[src/rtl/rmst_in_fm_ctrl_if.sv]
// -----------------------------------------------------------------------------
// rmst_in_fm_ctrl_if
// Control bundle between the input-FM load controller and its surroundings
// (load sequencer, Avalon read master, load FIFO).
//   master : the controller side (rmst_in_fm_ctrl)
//   slave  : sequencer / read master / FIFO side
// Signals
//   load_start            tile fetch request pulse
//   load_done             tile fetch complete pulse
//   tile_base_n/row/col   tile origin (channel, row, col)
//   param_raddr           burst start byte address
//   param_iolen           burst length in words
//   load_trans_start      burst start pulse to the read master
//   load_trans_done       burst finished pulse from the read master
//   load_fifo_almost_full FIFO cannot take another full row burst
// -----------------------------------------------------------------------------
interface rmst_in_fm_ctrl_if #(
  parameter int CW  = 16,
  parameter int XAW = 32
) ();
  logic           load_start;
  logic           load_done;
  logic [CW-1:0]  tile_base_n;
  logic [CW-1:0]  tile_base_row;
  logic [CW-1:0]  tile_base_col;
  logic [XAW-1:0] param_raddr;
  logic [CW-1:0]  param_iolen;
  logic           load_trans_start;
  logic           load_trans_done;
  logic           load_fifo_almost_full;

  modport master (
    input  load_start, tile_base_n, tile_base_row, tile_base_col,
           load_trans_done, load_fifo_almost_full,
    output load_done, param_raddr, param_iolen, load_trans_start
  );

  modport slave (
    output load_start, tile_base_n, tile_base_row, tile_base_col,
           load_trans_done, load_fifo_almost_full,
    input  load_done, param_raddr, param_iolen, load_trans_start
  );
endinterface

[src/rtl/rmst_in_fm_ctrl.sv]
// -----------------------------------------------------------------------------
// rmst_in_fm_ctrl
// Drives the Avalon read master that fetches one input feature-map tile
// (Tn channels x Tr rows x Tc cols) from DDR into the load FIFO. One row burst
// is issued per (channel, row) pair, rows of a channel first, then the next
// channel. The tile is clipped at the N/R/C borders and FIFO back-pressure is
// honoured between bursts (never inside one).
// Ports
//   clk  : clock
//   rst  : asynchronous active-high reset
//   bus  : rmst_in_fm_ctrl_if.master (start/done handshake, tile origin,
//          burst parameters, burst start/done, FIFO almost-full)
// -----------------------------------------------------------------------------
module rmst_in_fm_ctrl #(
  parameter int AW         = 12,  // internal mem addr width, not used by this block
  parameter int CW         = 16,
  parameter int DW         = 32,
  parameter int XAW        = 32,
  parameter int XDW        = 128,
  parameter int N          = 32,
  parameter int R          = 64,
  parameter int C          = 32,
  parameter int K          = 3,
  parameter int S          = 1,
  parameter int Tn         = 16,
  parameter int Tr         = 64,
  parameter int Tc         = 16,
  parameter int IN_FM_BASE = 0
) (
  input  logic             clk,
  input  logic             rst,
  rmst_in_fm_ctrl_if.master bus
);

  if (AW < 1 || DW < 1 || XDW % DW != 0 || K < 1 || S < 1 || CW < 2 || XAW < 3)
  begin : g_param_check
    $error("rmst_in_fm_ctrl: inconsistent parameters");
  end

  localparam logic [CW-1:0]  N_B     = CW'(N);
  localparam logic [CW-1:0]  R_B     = CW'(R);
  localparam logic [CW-1:0]  C_B     = CW'(C);
  localparam logic [CW-1:0]  TN_B    = CW'(Tn);
  localparam logic [CW-1:0]  TR_B    = CW'(Tr);
  localparam logic [CW-1:0]  TC_B    = CW'(Tc);
  localparam logic [XAW-1:0] RC_X    = XAW'(R * C);
  localparam logic [XAW-1:0] C_X     = XAW'(C);
  localparam logic [XAW-1:0] BASE_X  = XAW'(IN_FM_BASE);

  typedef enum logic [2:0] {
    S_IDLE,
    S_WAIT,
    S_CONFIG,
    S_TRANS,
    S_DONE
  } state_t;

  state_t         state, state_nxt;

  logic [CW-1:0]  base_n, base_row, base_col;
  logic [CW-1:0]  n_len, row_len, col_len;
  logic [CW-1:0]  tn, tr;
  logic           last;
  logic [XAW-1:0] raddr_q;
  logic [CW-1:0]  iolen_q;
  logic           trans_start_q, done_q;
  logic           trans_start_d, done_d;

  // Length of the tile along one axis, clipped at the feature-map border.
  function automatic logic [CW-1:0] clip_len(input logic [CW-1:0] base,
                                             input logic [CW-1:0] bound,
                                             input logic [CW-1:0] tile);
    logic [CW-1:0] rem;
    if (base >= bound) return '0;
    rem = bound - base;
    return (rem < tile) ? rem : tile;
  endfunction

  logic [CW-1:0]  n_len_in, row_len_in, col_len_in;
  logic           zero_len, start_ok, step, row_end, tile_end;
  logic [XAW-1:0] word_addr;

  assign n_len_in   = clip_len(bus.tile_base_n,   N_B, TN_B);
  assign row_len_in = clip_len(bus.tile_base_row, R_B, TR_B);
  assign col_len_in = clip_len(bus.tile_base_col, C_B, TC_B);
  assign zero_len   = (n_len_in == '0) || (row_len_in == '0) || (col_len_in == '0);

  assign start_ok = (state == S_IDLE) && bus.load_start;
  assign step     = (state == S_TRANS) && bus.load_trans_done;
  assign row_end  = (tr == row_len - CW'(1));
  assign tile_end = row_end && (tn == n_len - CW'(1));

  // Word address of the current row; widened to XAW before any arithmetic so
  // the channel*R*C product cannot wrap at CW bits.
  assign word_addr = BASE_X
                   + (XAW'(base_n)   + XAW'(tn)) * RC_X
                   + (XAW'(base_row) + XAW'(tr)) * C_X
                   + XAW'(base_col);

  // ---------------------------------------------------------------------------
  // State register
  // ---------------------------------------------------------------------------
  // NOTE: sequential state is updated with non-blocking assignments so every
  // flop samples pre-edge values regardless of process ordering.
  always_ff @(posedge clk or posedge rst) begin
    if (rst) state <= S_IDLE;
    else     state <= state_nxt;
  end

  // ---------------------------------------------------------------------------
  // Next-state logic
  // ---------------------------------------------------------------------------
  // NOTE: state_nxt gets a default before the case so no path leaves it
  // unassigned, which would otherwise infer a latch.
  always_comb begin
    state_nxt = state;
    unique case (state)
      S_IDLE:   if (bus.load_start) state_nxt = zero_len ? S_DONE : S_WAIT;
      S_WAIT:   if (!bus.load_fifo_almost_full) state_nxt = S_CONFIG;
      S_CONFIG: state_nxt = S_TRANS;
      S_TRANS:  if (bus.load_trans_done) state_nxt = S_DONE;
      S_DONE:   state_nxt = last ? S_IDLE : S_WAIT;
      default:  state_nxt = S_IDLE;
    endcase
  end

  // ---------------------------------------------------------------------------
  // Output decode (registered below so both pulses are glitch-free)
  // ---------------------------------------------------------------------------
  always_comb begin
    trans_start_d = (state == S_CONFIG);
    done_d        = (state == S_DONE) && last;
  end

  always_ff @(posedge clk or posedge rst) begin
    if (rst) begin
      trans_start_q <= 1'b0;
      done_q        <= 1'b0;
    end else begin
      trans_start_q <= trans_start_d;
      done_q        <= done_d;
    end
  end

  // ---------------------------------------------------------------------------
  // Tile bookkeeping and burst parameters
  // ---------------------------------------------------------------------------
  always_ff @(posedge clk or posedge rst) begin
    if (rst) begin
      base_n   <= '0;
      base_row <= '0;
      base_col <= '0;
      n_len    <= '0;
      row_len  <= '0;
      col_len  <= '0;
      tn       <= '0;
      tr       <= '0;
      last     <= 1'b0;
      raddr_q  <= '0;
      iolen_q  <= '0;
    end else begin
      if (start_ok) begin
        base_n   <= bus.tile_base_n;
        base_row <= bus.tile_base_row;
        base_col <= bus.tile_base_col;
        n_len    <= n_len_in;
        row_len  <= row_len_in;
        col_len  <= col_len_in;
        tn       <= '0;
        tr       <= '0;
        // An empty tile goes straight to DONE and must finish there.
        last     <= zero_len;
      end else if (step) begin
        if (row_end) begin
          tr <= '0;
          tn <= tn + CW'(1);
        end else begin
          tr <= tr + CW'(1);
        end
        if (tile_end) last <= 1'b1;
      end else if (done_d) begin
        last <= 1'b0;
      end

      // Burst parameters are captured once per burst and held until the next.
      if (state == S_CONFIG) begin
        raddr_q <= word_addr << 2;
        iolen_q <= col_len;
      end
    end
  end

  assign bus.param_raddr      = raddr_q;
  assign bus.param_iolen      = iolen_q;
  assign bus.load_trans_start = trans_start_q;
  assign bus.load_done        = done_q;

endmodule
[src/flat_wrapper.sv]
// flat-port wrapper written by rule: the top's interface ports become plain ports
module rmst_in_fm_ctrl_flat 
#(
  parameter int AW         = 12,                                                    
  parameter int CW         = 16,
  parameter int DW         = 32,
  parameter int XAW        = 32,
  parameter int XDW        = 128,
  parameter int N          = 32,
  parameter int R          = 64,
  parameter int C          = 32,
  parameter int K          = 3,
  parameter int S          = 1,
  parameter int Tn         = 16,
  parameter int Tr         = 64,
  parameter int Tc         = 16,
  parameter int IN_FM_BASE = 0
)
  (clk, rst, bus_load_start, bus_tile_base_n, bus_tile_base_row, bus_tile_base_col, bus_load_trans_done, bus_load_fifo_almost_full, bus_load_done, bus_param_raddr, bus_param_iolen, bus_load_trans_start);
  rmst_in_fm_ctrl_if #(.CW(CW), .XAW(XAW)) bus_i ();
  input  logic clk;
  input  logic rst;
  input wire logic [$bits(bus_i.load_start)-1:0] bus_load_start;
  input wire logic [$bits(bus_i.tile_base_n)-1:0] bus_tile_base_n;
  input wire logic [$bits(bus_i.tile_base_row)-1:0] bus_tile_base_row;
  input wire logic [$bits(bus_i.tile_base_col)-1:0] bus_tile_base_col;
  input wire logic [$bits(bus_i.load_trans_done)-1:0] bus_load_trans_done;
  input wire logic [$bits(bus_i.load_fifo_almost_full)-1:0] bus_load_fifo_almost_full;
  output wire logic [$bits(bus_i.load_done)-1:0] bus_load_done;
  output wire logic [$bits(bus_i.param_raddr)-1:0] bus_param_raddr;
  output wire logic [$bits(bus_i.param_iolen)-1:0] bus_param_iolen;
  output wire logic [$bits(bus_i.load_trans_start)-1:0] bus_load_trans_start;
  assign bus_i.load_start = bus_load_start;
  assign bus_i.tile_base_n = bus_tile_base_n;
  assign bus_i.tile_base_row = bus_tile_base_row;
  assign bus_i.tile_base_col = bus_tile_base_col;
  assign bus_i.load_trans_done = bus_load_trans_done;
  assign bus_i.load_fifo_almost_full = bus_load_fifo_almost_full;
  assign bus_load_done = bus_i.load_done;
  assign bus_param_raddr = bus_i.param_raddr;
  assign bus_param_iolen = bus_i.param_iolen;
  assign bus_load_trans_start = bus_i.load_trans_start;
  rmst_in_fm_ctrl #(.AW(AW), .CW(CW), .DW(DW), .XAW(XAW), .XDW(XDW), .N(N), .R(R), .C(C), .K(K), .S(S), .Tn(Tn), .Tr(Tr), .Tc(Tc), .IN_FM_BASE(IN_FM_BASE)) u_core (.clk(clk), .rst(rst), .bus(bus_i));
endmodule
[config.mk]
export PLATFORM = sky130hd
export DESIGN_NAME = rmst_in_fm_ctrl_flat
export DESIGN_NICKNAME = d
export VERILOG_FILES = /design/src/rtl/rmst_in_fm_ctrl_if.sv /design/src/rtl/rmst_in_fm_ctrl.sv /design/src/flat_wrapper.sv
export SDC_FILE = /design/constraint.sdc
export NUM_CORES = 1
export LEC_CHECK = 0
export ABC_AREA = 1
export CORE_MARGIN = 3
export CORE_UTILIZATION = 25
export CTS_CLUSTER_DIAMETER = 120
export DETAILED_ROUTE_END_ITERATION = 10
export DONT_BUFFER_PORTS = 1
export GPL_TIMING_DRIVEN = 0
export PLACE_DENSITY_LB_ADDON = 0.1
export SETUP_SLACK_MARGIN = 0.02
export SLEW_MARGIN = 20
export SYNTH_ARGS = -nofsm -noshare
export SYNTH_HDL_FRONTEND = slang
export SYNTH_SLANG_ARGS = --single-unit
[constraint.sdc]
create_clock -name clk -period 7.85 [get_ports clk]
set_clock_uncertainty 0.2 [all_clocks]
set_input_delay 1.57 -clock clk [delete_from_list [all_inputs] [get_ports clk]]
set_output_delay 1.57 -clock clk [all_outputs]
set_load 0.02 [all_outputs]
# Word level (Yosys, flattened, before mapping)
# Cells that the tools add are included.
dict set report classes {
  order_cmp 6
  n_eq_ne 10
  addsub 11
  reduce_logical 16
  mux 28
}
# operator n
set op_table {}
lappend op_table {{$mux 16} 15}
lappend op_table {{$logic_not 16->1} 3}
lappend op_table {{$add 16x16->17} 2}
lappend op_table {{$add 16x1->16 const B} 2}
lappend op_table {{$eq 16x16->1} 2}
lappend op_table {{$ge 16x6->1 const B} 2}
lappend op_table {{$lt 16x5->1 const B} 2}
lappend op_table {{$sub 16x1->16 const B} 2}
lappend op_table {{$sub 6x16->16 const A} 2}
lappend op_table {{$add 30x16->30} 1}
lappend op_table {{$add 30x30->30} 1}
lappend op_table {{$ge 16x7->1 const B} 1}
lappend op_table {{$lt 16x7->1 const B} 1}
lappend op_table {{$sub 7x16->16 const A} 1}
lappend op_table {{$pmux 3 s5} 1}
lappend op_table {{$mux 3} 4}
lappend op_table {{$mux 1} 8}
lappend op_table {{$eq 3x2->1 const B} 2}
lappend op_table {{$ne 2x2->1 const B} 3}
lappend op_table {{$logic_and 1x1->1} 4}
lappend op_table {{$reduce_and 2->1} 2}
lappend op_table {{$reduce_bool 2->1} 2}
lappend op_table {{$eq 3x1->1 const B} 1}
lappend op_table {{$eq 3x3->1 const B} 1}
lappend op_table {{5 further kinds} 6}
dict set report totals {
  output_inout_bits 50
  wordCells 85
  register_bits 180
}

# Logic depth before layout (Yosys ltp)
dict set report logic_depth {
  word_depth 10
  depth_mapped 28
  depth_no_buf 28
}

# Worst setup path after synthesis
# OpenSTA, ideal clock, no wires.
dict set report synth_path {
  kind {reg2reg}
  start {register u_core.tr[0]}
  end {register u_core.raddr_q[27], in the netlist u_core.bus.param_raddr[27]}
  n_path_buf 0
  t_required_ns 7.527
  period_less_slack_ns 4.051
  slack_ns 3.799
  arrival_ns 3.728
  setup_time_ns 0.123
  path_stages_with_launch 28
  path_cell_list {dfrtp_1 ha_1 inv_1 fa_1 o21ai_1 a21oi_1 o21bai_1 nand2_1 nand2_1 nand2_1 nand2_1 nand3_1 nand2_1 xnor2_1 fa_1 inv_1 ha_1 nand2_1 o21ai_0 a21oi_1 nand2_1 nand3_1 nand2_1 nand3_1 nand2_1 inv_1 o21ai_0 nand2_1}
}
dict set report synth_between {
  elab_chain_cells 3
}
# element line
set synth_rtl {}
lappend synth_rtl {{start: declaration} rmst_in_fm_ctrl.sv:62} ;# logic [CW-1:0] tn, tr;
lappend synth_rtl {{start signal: assignment} rmst_in_fm_ctrl.sv:178} ;# tr <= tr + CW'(1);
lappend synth_rtl {{$add 16x16->17} rmst_in_fm_ctrl.sv:97} ;# + (XAW'(base_row) + XAW'(tr)) * C_X
lappend synth_rtl {{$add 30x30->30} rmst_in_fm_ctrl.sv:97}
lappend synth_rtl {{$add 30x16->30} rmst_in_fm_ctrl.sv:98} ;# + XAW'(base_col);
lappend synth_rtl {{end signal: assignment} rmst_in_fm_ctrl.sv:187} ;# raddr_q <= word_addr << 2;
lappend synth_rtl {{end: declaration} rmst_in_fm_ctrl.sv:64} ;# logic [XAW-1:0] raddr_q;
# No other way between the ends.
# A chain may end at the register's enable or synchronous reset.

# Final worst setup path
# Same ends and word-level chain as after synthesis.

==> impl_metrics.py <==
metrics = {
    "sta": {
        "holdWs_ns": 0.267,
        "relSlewSlack_pct": 37.3,
        "finalSetupViolations": 0,
        "rsz0062_at_grt": "false",
        "tightest_slew_ns": 0.940,
        "min_period_ns": 4.67,
        "hold_viol_final": 0,
        "fin_crit_sh_pct": 59.4,
        "maxSlewViolCount": 0,
        "fmax_mhz": 214,
    },
    "clocking": {
        "cts_resized": 0,
        "cts_root_buf": "clkbuf_16",
        "cts_buffer_depth": 2,
        "clk_pin_slew_worst_paths_ns": 0.08,
        "cts_buffers": 17,
        "insertion_delay_ns": 0.46,
        "cts_max_level": 4,
        "cts_sinks": 179,
        "ctsHoldBuffers": 0,
        "postCtsSetupRepairBufs": 0,
        "cts_tree": "done",
    },
    "yosys": {
        "netlist_top_cells_area": "dfrtp_1 (36%), nand2_1 (15%), ha_1 (6.8%)",
        "synth_ff_type": "dfrtp_1",
        "async_reset_ff_share_pct": 100,
        "synthesis.area_sq_mm": 0.0125,
        "synth_area_leader_cell": "dfrtp_1",
        "yosysSeqAreaShare_pct": 35.7,
        "synth.avg_cell_area_sq_um": 7.20,
        "yosysTopAreaCellShare_pct": 35.7,
        "syn_inst": 1744,
        "synth_cell_types": 46,
        "yosys_warnings": 0,
        "synth_seq_cells": 179,
        "synth_edf_count": 0,
    },
    "die": {
        "io_pins": 103,
        "start_util_pct": 25.5,
        "die_h_microns": 230,
        "core_area_sq_mm": 0.0493,
        "die_w_microns": 230,
        "dieArea_sq_mm": 0.0529,
        "rows": 81,
    },
    "critical_path": {
        "worstPathArrival_ns": 4.80,
        "crit_fanout": 4,
        "rrSetupSlack_ns": 3.18,
        "critPathCaptureType": "register",
        "critPathSlowestCell": "fa_1",
        "worst_ep_required_time_ns": 7.99,
        "critPathMaxStageDelay_ns": 0.51,
        "crit_type": "register to register",
        "critPathLaunchType": "register",
        "cpMostUsedCell": "nand2_1",
        "crit_buf_inv": 3,
        "path_delay_family": "adder cells",
    },
    "route": {
        "first_pass_iters": 4,
        "drtAntennaViolNets": 0,
        "drc": 0,
        "routedWlPerCell_microns": 15.9,
        "totalWireLength_mm": 38.9,
        "drt-initial-drc-count": 569,
        "num_vias": 10700,
        "viasPerCell": 4.40,
    },
    "pwr": {
        "peakVddDrop_mv": 0.174,
        "powerDensity_mw_per_mm2": 340,
        "leakage_uw": 0.00724,
        "total_power_uw": 4750,
    },
    "place": {
        "gp_congestion": 0.837,
        "dp_hpwl_mm": 31.4,
        "dp_cells": 2411,
        "port_buffers": 0,
        "place_area_sq_mm": 0.0134,
    },
    "layout": {
        "fillerInstances": 5420,
        "antenna_cells": 0,
        "final_area_sq_mm": 0.0140,
        "area_delta_synth_final_pct": 11.5,
        "drive_gt1_share_pct": 7.20,
        "nets": 1895,
        "final_common_cell": "nand2_1",
        "stdcell_count": 2443,
        "layout_common_cells": "nand2_1 (497), inv_1 (214), dfrtp_1 (179), nor2_1 (152), nand3_1 (126)",
        "postLayoutCoreUtil_pct": 28.4,
    },
    "grt": {
        "grt.total_usage_pct": 15.0,
        "antenna_found_initial": 0,
        "grt_pass1_vias": 10700,
        "grt_overflow": 0,
        "grt_max_degree": 96,
        "grt_pass1_wl_mm": 61.9,
    },
    "job": {
        "drv_cap": 0,
    },
    "outcome": {
        "status": "finished, final reports clean",
    },
    "hold_path": {
        "worstHoldPathType": "register to register",
    },
}
-- registers in the layout, summed over array words and instances (netlist names) --
name	flops
u_core.bus.param_raddr	29
u_core.base_col	16
u_core.base_n	16
u_core.base_row	16
u_core.bus.param_iolen	16
u_core.col_len	16
u_core.n_len	16
u_core.row_len	16
u_core.tn	16
u_core.tr	16
u_core.state	3
u_core.bus.load_done	1
u_core.bus.load_trans_start	1
u_core.last	1
-- synthesized netlist by cell type (3+ instances only) --
| master | instances |
|---|---|
| buf_2 | 3 |
| nor2_2 | 13 |
| buf_6 | 4 |
| o21ai_0 | 98 |
| a21o_1 | 3 |
| nand2_1 | 497 |
| clkbuf_1 | 29 |
| nand3b_1 | 10 |
| nand2_2 | 16 |
| o31ai_1 | 5 |
| o21ai_1 | 22 |
| dfrtp_1 | 179 |
| a21oi_1 | 69 |
| a31oi_1 | 3 |
| buf_4 | 3 |
| inv_2 | 12 |
| inv_1 | 215 |
| xnor2_1 | 29 |
| xor2_1 | 69 |
| nand4_2 | 3 |
| or2_2 | 14 |
| ha_1 | 68 |
| nand3_1 | 126 |
| o21bai_1 | 3 |
| nand4_1 | 27 |
| o21ai_2 | 14 |
| nor2_1 | 152 |
| fa_1 | 8 |
| nor4_1 | 4 |
| nor2_4 | 6 |
| nor3_1 | 19 |
-- power by group --
| part | switching [uW] | total, uW | internal (uW) |
|---|---|---|---|
| logic | 1500 | 2370 | 866 |
| registers | 362 | 1530 | 1170 |
| clock network | 423 | 847 | 424 |
-- path summary, 6_finish.rpt --
check | depth (start not counted) | start | endpoint
min in group asynchronous | 1 | rst | u_core.n_len[15]$_DFFE_PP0P_
setup / recovery | 27 | u_core.tr[0]$_DFFE_PP0P_ | u_core.bus.param_raddr[27]$_DFFE_PP0P_
max in group asynchronous | 2 | rst | u_core.base_row[7]$_DFFE_PP0P_
hold / removal | 2 | u_core.n_len[6]$_DFFE_PP0P_ | u_core.n_len[6]$_DFFE_PP0P_
hold reg to reg | 2 | u_core.n_len[6]$_DFFE_PP0P_ | u_core.n_len[6]$_DFFE_PP0P_
setup reg to reg | 27 | u_core.tr[0]$_DFFE_PP0P_ | u_core.bus.param_raddr[27]$_DFFE_PP0P_
-- kinds of logic (layout without fill, tap and decap cells) --
group | count (synthesis) | count (layout) | share of synthesized area [%]
other | 1 | 3 | 0.0299
XOR/XNOR | 99 | 99 | 7.02
AND/OR/NAND/NOR | 896 | 896 | 31.0
buffers and inverters | 268 | 301 | 8.37
adder cells (fa/ha/maj) | 76 | 76 | 8.06
flip-flops | 179 | 179 | 35.7
AO/OA/AOI/OAI | 225 | 225 | 9.81
-- cell type report --
type	instances	area, sq um	area share [%]
buffer	41	199	1.42
timing repair buffer	1	27.5	0.197
multi-input combinational	1299	7030	50.2
tap	664	831	5.94
clock buffer	18	439	3.14
sequential	179	4480	32.0
inverter	227	860	6.15
clock inverter	14	125	0.895
-- worst min-delay path: cells and delay by family (launching register included) --
kind          cells  cell delay [ns]
buf+inv           1             0.04
simple gates      1             0.05
flops             1             0.34
-- layer usage --
metal	track usage, %	vias to the layer above	part of all wire (%)
met5	0	-	0
met4	3.78	0	1.5
met3	3.08	26	3.9
met2	22.9	163	43
met1	21.6	4931	51
li1	-	5617	-
-- through the flow --
| stage | setup TNS [ns] | setup WS, ns |
|---|---|---|
| floorplan | 0 | 1.22 |
| global placement | -309.36 | -1.76 |
| detailed placement | 0 | 3.16 |
| CTS | 0 | 3.14 |
| global route | 0 | 2.63 |
| finish | 0 | 3.18 |
(Power assumes the default switching activity.)
